[src/rtl/irrigacao_escalonador_if.sv]
// Signal bundle for the irrigation scheduler.
//   U       : raw (asynchronous) low-humidity flags, bit i = area i dry
//   enable  : synchronous master enable for irrigation
//   Saida   : synchronized humidity status (U delayed two cycles)
//   Valvula : one-hot valve drive for the shared pump, 00 when closed
//   ocupado : controller busy (not idle)
//   alarme  : one-cycle pulse when a grant ended by timeout
// master modport drives U/enable (environment); slave modport is the scheduler.
interface irrigacao_escalonador_if;
  logic [1:0] U;
  logic       enable;
  logic [1:0] Saida;
  logic [1:0] Valvula;
  logic       ocupado;
  logic       alarme;

  modport master (
    output U, enable,
    input  Saida, Valvula, ocupado, alarme
  );

  modport slave (
    input  U, enable,
    output Saida, Valvula, ocupado, alarme
  );
endinterface

[src/rtl/irrigacao_escalonador.sv]
// Two-area irrigation scheduler sharing a single pump.
// Synchronizes the humidity sensors, grants the pump to one dry area at a
// time (round-robin on ties), keeps the valve open between MIN_ON and MAX_ON
// cycles, then lets the pump spin down for PAUSA cycles before the next grant.
// Ports:
//   clk   : rising-edge system clock
//   reset : asynchronous active-high reset
//   bus   : slave side of irrigacao_escalonador_if (U, enable in;
//           Saida, Valvula, ocupado, alarme out)
module irrigacao_escalonador #(
  parameter int MIN_ON = 4,
  parameter int MAX_ON = 16,
  parameter int PAUSA  = 2
) (
  input  logic                     clk,
  input  logic                     reset,
  irrigacao_escalonador_if.slave   bus
);

  typedef enum logic [1:0] {
    S_IDLE  = 2'd0,
    S_REGA  = 2'd1,
    S_PAUSA = 2'd2
  } state_t;

  localparam logic [7:0] MIN_LAST   = 8'(MIN_ON - 1);
  localparam logic [7:0] MAX_LAST   = 8'(MAX_ON - 1);
  localparam logic [7:0] PAUSA_LAST = 8'(PAUSA - 1);

  state_t     state, state_nxt;
  logic [7:0] cnt, cnt_nxt;
  logic       ult, ult_nxt;
  logic       grant, grant_nxt;
  logic [1:0] sync1, saida_q;
  logic [1:0] valvula_q, valvula_nxt;
  logic       ocupado_q, ocupado_nxt;
  logic       alarme_q, alarme_nxt;
  logic [1:0] demand;

  assign demand      = saida_q & {2{bus.enable}};
  assign bus.Saida   = saida_q;
  assign bus.Valvula = valvula_q;
  assign bus.ocupado = ocupado_q;
  assign bus.alarme  = alarme_q;

  always_ff @(posedge clk or posedge reset) begin
    if (reset) begin
      state     <= S_IDLE;
      cnt       <= '0;
      ult       <= 1'b1;
      grant     <= 1'b0;
      sync1     <= '0;
      saida_q   <= '0;
      valvula_q <= '0;
      ocupado_q <= 1'b0;
      alarme_q  <= 1'b0;
    end else begin
      state     <= state_nxt;
      cnt       <= cnt_nxt;
      ult       <= ult_nxt;
      grant     <= grant_nxt;
      sync1     <= bus.U;
      saida_q   <= sync1;
      valvula_q <= valvula_nxt;
      ocupado_q <= ocupado_nxt;
      alarme_q  <= alarme_nxt;
    end
  end

  always_comb begin
    state_nxt  = state;
    cnt_nxt    = cnt + 8'd1;
    ult_nxt    = ult;
    grant_nxt  = grant;
    alarme_nxt = 1'b0;

    case (state)
      S_IDLE: begin
        cnt_nxt = '0;
        if (demand != 2'b00) begin
          state_nxt = S_REGA;
          // On a tie the area that was not served last wins.
          grant_nxt = (demand == 2'b11) ? ~ult : demand[1];
        end
      end
      S_REGA: begin
        // Abort on enable loss is checked first so it never raises alarme,
        // even if the timeout would have fired on the same edge.
        if (!bus.enable) begin
          state_nxt = S_PAUSA;
          cnt_nxt   = '0;
          ult_nxt   = grant;
        end else if (cnt == MAX_LAST) begin
          state_nxt  = S_PAUSA;
          cnt_nxt    = '0;
          ult_nxt    = grant;
          alarme_nxt = 1'b1;
        end else if (cnt >= MIN_LAST && !demand[grant]) begin
          state_nxt = S_PAUSA;
          cnt_nxt   = '0;
          ult_nxt   = grant;
        end
      end
      S_PAUSA: begin
        if (cnt == PAUSA_LAST) begin
          state_nxt = S_IDLE;
          cnt_nxt   = '0;
        end
      end
      default: begin
        state_nxt = S_IDLE;
        cnt_nxt   = '0;
      end
    endcase

    // Outputs are registered from the next state so they line up with state.
    valvula_nxt = (state_nxt == S_REGA) ? (grant_nxt ? 2'b10 : 2'b01) : 2'b00;
    ocupado_nxt = (state_nxt != S_IDLE);
  end

endmodule

[src/flat_wrapper.sv]
// flat-port wrapper written by rule: the top's interface ports become plain ports
module irrigacao_escalonador_flat 
#(
  parameter int MIN_ON = 4,
  parameter int MAX_ON = 16,
  parameter int PAUSA  = 2
)
  (clk, reset, bus_U, bus_enable, bus_Saida, bus_Valvula, bus_ocupado, bus_alarme);
  irrigacao_escalonador_if bus_i ();
  input  logic clk;
  input  logic reset;
  input wire logic [$bits(bus_i.U)-1:0] bus_U;
  input wire logic [$bits(bus_i.enable)-1:0] bus_enable;
  output wire logic [$bits(bus_i.Saida)-1:0] bus_Saida;
  output wire logic [$bits(bus_i.Valvula)-1:0] bus_Valvula;
  output wire logic [$bits(bus_i.ocupado)-1:0] bus_ocupado;
  output wire logic [$bits(bus_i.alarme)-1:0] bus_alarme;
  assign bus_i.U = bus_U;
  assign bus_i.enable = bus_enable;
  assign bus_Saida = bus_i.Saida;
  assign bus_Valvula = bus_i.Valvula;
  assign bus_ocupado = bus_i.ocupado;
  assign bus_alarme = bus_i.alarme;
  irrigacao_escalonador #(.MIN_ON(MIN_ON), .MAX_ON(MAX_ON), .PAUSA(PAUSA)) u_core (.clk(clk), .reset(reset), .bus(bus_i));
endmodule
[config.mk]
export PLATFORM = sky130hd
export DESIGN_NAME = irrigacao_escalonador_flat
export DESIGN_NICKNAME = d
export VERILOG_FILES = /design/src/rtl/irrigacao_escalonador_if.sv /design/src/rtl/irrigacao_escalonador.sv /design/src/flat_wrapper.sv
export SDC_FILE = /design/constraint.sdc
export NUM_CORES = 1
export LEC_CHECK = 0
export ABC_AREA = 1
export BUFFER_PORTS_ARGS = -buffer_cell sky130_fd_sc_hd__buf_2
export CAP_MARGIN = 20
export CORE_ASPECT_RATIO = 0.6
export CORE_MARGIN = 5
export CORE_UTILIZATION = 40
export CTS_CLUSTER_SIZE = 12
export DETAILED_ROUTE_END_ITERATION = 8
export PLACE_DENSITY = 0.62
export SLEW_MARGIN = 20
export SYNTH_ARGS = -nofsm -noshare
export SYNTH_HDL_FRONTEND = slang
export SYNTH_SLANG_ARGS = --single-unit
[constraint.sdc]
create_clock -name clk -period 1.3 [get_ports clk]
set_input_delay 0.195 -clock clk [delete_from_list [all_inputs] [get_ports clk]]
set_output_delay 0.195 -clock clk [all_outputs]
set_load 0.005 [all_outputs]
-- After elaboration in Yosys (flattened, before gate mapping)
Index checks and enable logic that the tools add are counted.
- bits in registers: 20
- input port bits: 5
- output and inout bits: 6
- logic and storage cells: 51
- $add $sub $neg: 1
- order comparisons: 2
- equal/unequal tests: 7
- mux-type cells: 24
- bitwise gates (word level): 2
- reduce and logical (&&, ||, !) cells: 6
- operators with widths (operator ; number):
    $mux 8 ; 4
    $pmux 8 s2 ; 1
    $mux 2 ; 7
    $mux 1 ; 11
    $add 8x1->8 const B ; 1
    $eq 8x1->1 const B ; 1
    $eq 8x4->1 const B ; 1
    $ge 8x2->1 const B ; 1
    $pmux 2 s3 ; 1
    $eq 2x1->1 const B ; 2
    $eq 2x2->1 const B ; 2
    $reduce_bool 2->1 ; 2
    $ne 3x1->1 const B ; 1
    $and 2x2->2 ; 1
    $logic_not 2->1 ; 1
    $lt 1x2->1 const B ; 1
    $reduce_and 2->1 ; 1
    $logic_and 1x1->1 ; 1
    $logic_not 1->1 ; 1
    $not 1->1 ; 1

-- Depth between registers and ports, before layout
- depth after elaboration: 11
- gate-level depth with buffers: 11
- depth with buffers taken out: 11

-- Least setup slack after synthesis
OpenSTA, ideal clock, no wires.
- kind: reg2reg
- start: reg u_core.cnt[0]
- end: reg u_core.cnt[7]
- setup time: 69 ps
- data arrival time: 1311 ps
- required time: 1231 ps
- slack: -80 ps
- stages on the path, launching flop included: 9
- buffers on the path: 0
- clock period less this slack: 1380 ps
- path through: dfrtp_1 ha_1 nand3_1 nor2_1 nor2_2 nand3_1 nand2_1 nand2_4 nor2_2
- word-level cells in the longest chain between the ends: 6
- elaborated cells between the ends (all ways): 10
- those cells by class: add/sub (1); order compare (1); eq/ne (2); mux (5); reduce/logical (1)
- ends and longest elaborated chain (what ; line ; source):
    start: declaration ; irrigacao_escalonador.sv:31 ; logic [7:0] cnt, cnt_nxt;
    start signal: assignment ; irrigacao_escalonador.sv:59 ; cnt <= cnt_nxt;
    $ge 8x2->1 ; irrigacao_escalonador.sv:98 ; end else if (cnt >= MIN_LAST && !demand[grant]) begin
    $logic_and 1x1->1 ; irrigacao_escalonador.sv:98 ;
    $mux 8 ; irrigacao_escalonador.sv:98 ;
    $mux 8 ; irrigacao_escalonador.sv:93 ; end else if (cnt == MAX_LAST) begin
    $mux 8 ; irrigacao_escalonador.sv:89 ; if (!bus.enable) begin
    $pmux 8 s2 (*) ; irrigacao_escalonador.sv:77 ; case (state)
    net u_core.cnt_nxt[7] ; irrigacao_escalonador.sv:31 ;
The timed path passes the listed nets; every way through them passes the cells marked *.
A chain may end at the register's enable or synchronous reset.

-- Final worst setup path
- start: reg u_core.cnt[0]
- end: reg u_core.cnt[6]
The elaborated chain is that of the path after synthesis.

==> out/summary.log <==
[layout] net count of the finished layout 147
[pwr] Power Density 1640 mW/mm^2
[sta] final worst setup slack -146.1 ps
[clocking] clock tree from TritonCTS yes
[global_route] Overall Global Routing Usage 12.18%
[drt] Total Routed Length 2.181 mm
[drt] drt first-iter violations 69
[drt] count of vias placed by the detailed router 757
[sta] setup tns final -1468 ps
[die] Chip Height 48.39 um
[critical_path] startpoint class of the critical path register
[pwr] Gate power share 42.4%
[logic_synthesis] Seq/Total Area, Yosys 51.08%
[placed_design] input/output buffers 10
[sta] Hold Worst Slack 44.52 ps
[critical_path] cell type group with the largest total delay on the critical path simple AND/OR/NAND/NOR gates
[clocking] maximum buffer depth of the clock tree 2
[sta] setup violation total in the final timing report 14
[critical_path] critical path start-end classification reg2reg
[logic_synthesis] flops & latches, synth 20
[logic_synthesis] number of distinct library cell variants in the gate-level netlist after synthesis 21
[pwr] switch share 36.34%
[sta] setup repair after global routing missed its margin yes
[die] standard-cell rows 13
[pwr] highest ir drop seen on vdd 718.5 uV
[logic_synthesis] cell area after technology mapping 982.2 um^2
[critical_path] largest fanout of any net on the critical path 8
[sta] worst rel slew slack 79.69%
[logic_synthesis] Synthesis Warnings 0
[placed_design] placement-stage cell area 0.001185 mm^2
[die] x dimension of the die 73.97 um
[critical_path] data arrival time of the critical path 1640 ps
[status] violated checks setup timing
[global_route] global-route wire length before repair 3.312 mm
[drt] number of search-and-repair iterations in the first detailed-routing pass 4
[die] effective utilization at floorplan 43.76%
[drt] number of remaining DRC errors 0
[layout] layout overhead on the synthesized area 39.49%
[layout] Antenna Diode Count 0
[clocking] clock latency on the worst-skew pair 260 ps
[drt] average wire length per cell after detail routing 13.22 um
[hold_path] path type of the worst min-delay path in2reg
[sta] final hold violation count 0
[logic_synthesis] Syn Nets 114
[sta] fin. max-slew vios 0
[sta] final clock period utilization by the worst path 111.2%
[logic_synthesis] cell count after synthesis 103
[sta] final worst clock skew 6.775 ps
[logic_synthesis] biggest area contributors in the synthesized netlist dfrtp_1 (48%), ha_1 (7.6%), nand2_1 (7.6%), nor2_2 (7.0%), inv_1 (6.1%)
[critical_path] delay of the slowest cell on the worst path 440 ps
[global_route] antenna violations before repair 0
[logic_synthesis] cell with the most instances after synthesis nand2_1
[critical_path] cells along the critical path ha_4 -> inv_2 -> nand2_2 -> o21ai_2 -> nand3_2 -> nand2_4 -> nand2_8 -> nor2_4
[drt] ANT nets after route 0
[die] full die area 0.003579 mm^2
[clocking] clock root buffer clkbuf_8
[critical_path] required time reported for the critical path endpoint 1490 ps
[pwr] Flop pwr share 36.7%
[flow_run] Maximum Capacitance Violations 0
[critical_path] cell with the largest stage delay on the worst path dfrtp_1
[global_route] total grt overflow 0
[status] run status finished with violations
[sta] final critical-path required period 1446 ps
[logic_synthesis] cell type with the highest aggregate area in the netlist dfrtp_1
[layout] Layout Cell Area excl Fill 0.001370 mm^2
[placed_design] placer congestion estimate 0.8008
[clocking] Sinks on Clock Net 20
[logic_synthesis] fraction of registers with async set or reset after synthesis 100.0%
[die] IO Count 11
[placed_design] placed wire-length estimate 1.500 mm
[logic_synthesis] number of flops mapped to enable cells by yosys 0
[logic_synthesis] area fraction of the dominant cell type after synthesis 48.41%
[critical_path] Critical Path End Type register
[sta] max frequency 691.5 MHz
[clocking] clock-pin slew on the worst setup and hold paths 80 ps
[critical_path] crit path buf inv count 1
[logic_synthesis] most common library cells after synthesis nand2_1 (20), dfrtp_1 (19), inv_1 (16)
[pwr] net switching power of the design 0.0008167 W
[layout] layout cells sized above 1 51.11%
[sta] Worst-Margin Slew 303.6 ps
[pwr] clock share of power 21.0%
[clocking] number of levels the H-tree was split into 1
[clocking] number of buffers created by CTS 3
[pwr] Cell Int Power 0.001430 W
[global_route] via count of the first global-routing pass 720
[global_route] maximum number of pins on one net before global-route repair 21
[pwr] static leakage 0.6811 nW
[drt] via-per-instance ratio 4.588
[logic_synthesis] most used flip-flop cell after synthesis dfrtp_1
[logic_synthesis] per-instance average area after synthesis 9.536 um^2
[die] core region area 0.002245 mm^2
## path summary, 6_finish.rpt
path / start / end / slack, ps / cells after the start
setup reg to reg: u_core.cnt[0] / u_core.cnt[6] / -150 / 8
hold reg to reg: u_core.sync1[1] / u_core.bus.Saida[1] / 350 / 0
setup / recovery: u_core.cnt[0] / u_core.cnt[6] / -150 / 8
hold / removal: bus_U[0] / u_core.sync1[0] / 40 / 1
max in group asynchronous: reset / u_core.ult / 530 / 4
min in group asynchronous: reset / u_core.grant / 500 / 4
## cell usage in the layout (no fill, tap or decap), drive strengths merged
master / instances
buf: 27
nand2: 24
dfrtp: 19
inv: 17
nor2: 16
nand3: 6
ha: 6
xor2: 4
clkbuf: 4
o21ai: 3
xnor2: 2
and3: 1
a21oi: 1
nand3b: 1
a32oi: 1
nor4: 1
dlygate4sd3: 1
dfstp: 1
## registers in the layout (all words and copies together) (netlist names)
register / count
u_core.cnt: 8
u_core.bus.alarme: 1
u_core.bus.ocupado: 1
u_core.bus.Valvula: 2
u_core.bus.Saida: 2
u_core.sync1: 2
u_core.grant: 1
u_core.ult: 1
u_core.state: 2
## stage by stage
| step | util, % | setup WS [ps] | total power [W] | cells |
|---|---|---|---|---|
| floorplan | - | 7.898 | 0.001298 | 103 |
| global placement | 52.79 | -47.81 | 0.001552 | 157 |
| detailed placement | 52.79 | -79.43 | 0.001577 | 157 |
| CTS | 56.13 | -94.52 | 0.002071 | 163 |
| global route | 61.04 | -227.7 | 0.002404 | 165 |
| finish | 61.04 | -146.1 | 0.002247 | 165 |
## logic make-up (layout without fill, tap and decap cells)
| family | Yosys count | after routing | synth area share [%] |
|---|---|---|---|
| AO/OA/AOI/OAI | 5 | 5 | 3.694 |
| adder cells (fa/ha/maj) | 6 | 6 | 7.643 |
| flip-flops | 20 | 20 | 51.08 |
| AND/OR/NAND/NOR | 49 | 49 | 25.73 |
| buffers and inverters | 17 | 49 | 6.497 |
| XOR/XNOR | 6 | 6 | 5.350 |
## per-layer routing
metal	track usage (%)	wire [um]	share of wire [%]	vias to the layer above
met4	2.711	13	0.60	0
met3	5.144	102	4.7	2
met5	0	0	0	-
met2	17.65	1070	49	14
met1	16.77	994	46	364
li1	-	-	-	377
## area by class of cell
| cell class | instances | area, um^2 |
|---|---|---|
| clock buffer | 4 | 55.05 |
| multi-input combinational | 66 | 516.7 |
| timing repair buffer | 28 | 195.2 |
| fill | 200 | 874.6 |
| inverter | 17 | 63.81 |
| sequential | 20 | 501.7 |
| tap | 30 | 37.54 |
## repair_timing
action	4_1_cts	5_1_grt
gates cloned	0	0
setup buffers	1	2
endpoints found under the setup margin	14	16
hold buffers	1	0
endpoints found under the hold margin	19	0
resized for setup	2	22
pin swaps	1	5
## power by group through the flow
stage / clock (W) / combinational [W] / sequential, W
2_1_floorplan: 0 / 0.000478 / 0.000821
3_3_place_gp: 0 / 0.000735 / 0.000817
3_5_place_dp: 0 / 0.000753 / 0.000824
4_1_cts: 0.000484 / 0.000773 / 0.000813
5_1_grt: 0.000514 / 0.00105 / 0.000836
6_report: 0.000472 / 0.000952 / 0.000824
## worst register-to-register path: stages, from the launching register on
cell     delay [ps]
dfrtp_1         440
ha_4            200
inv_2            50
nand2_2          50
o21ai_2         170
nand3_2         130
nand2_4         120
nand2_8          90
nor2_4          120
No activity file was read; power rests on OpenSTA's default activity.
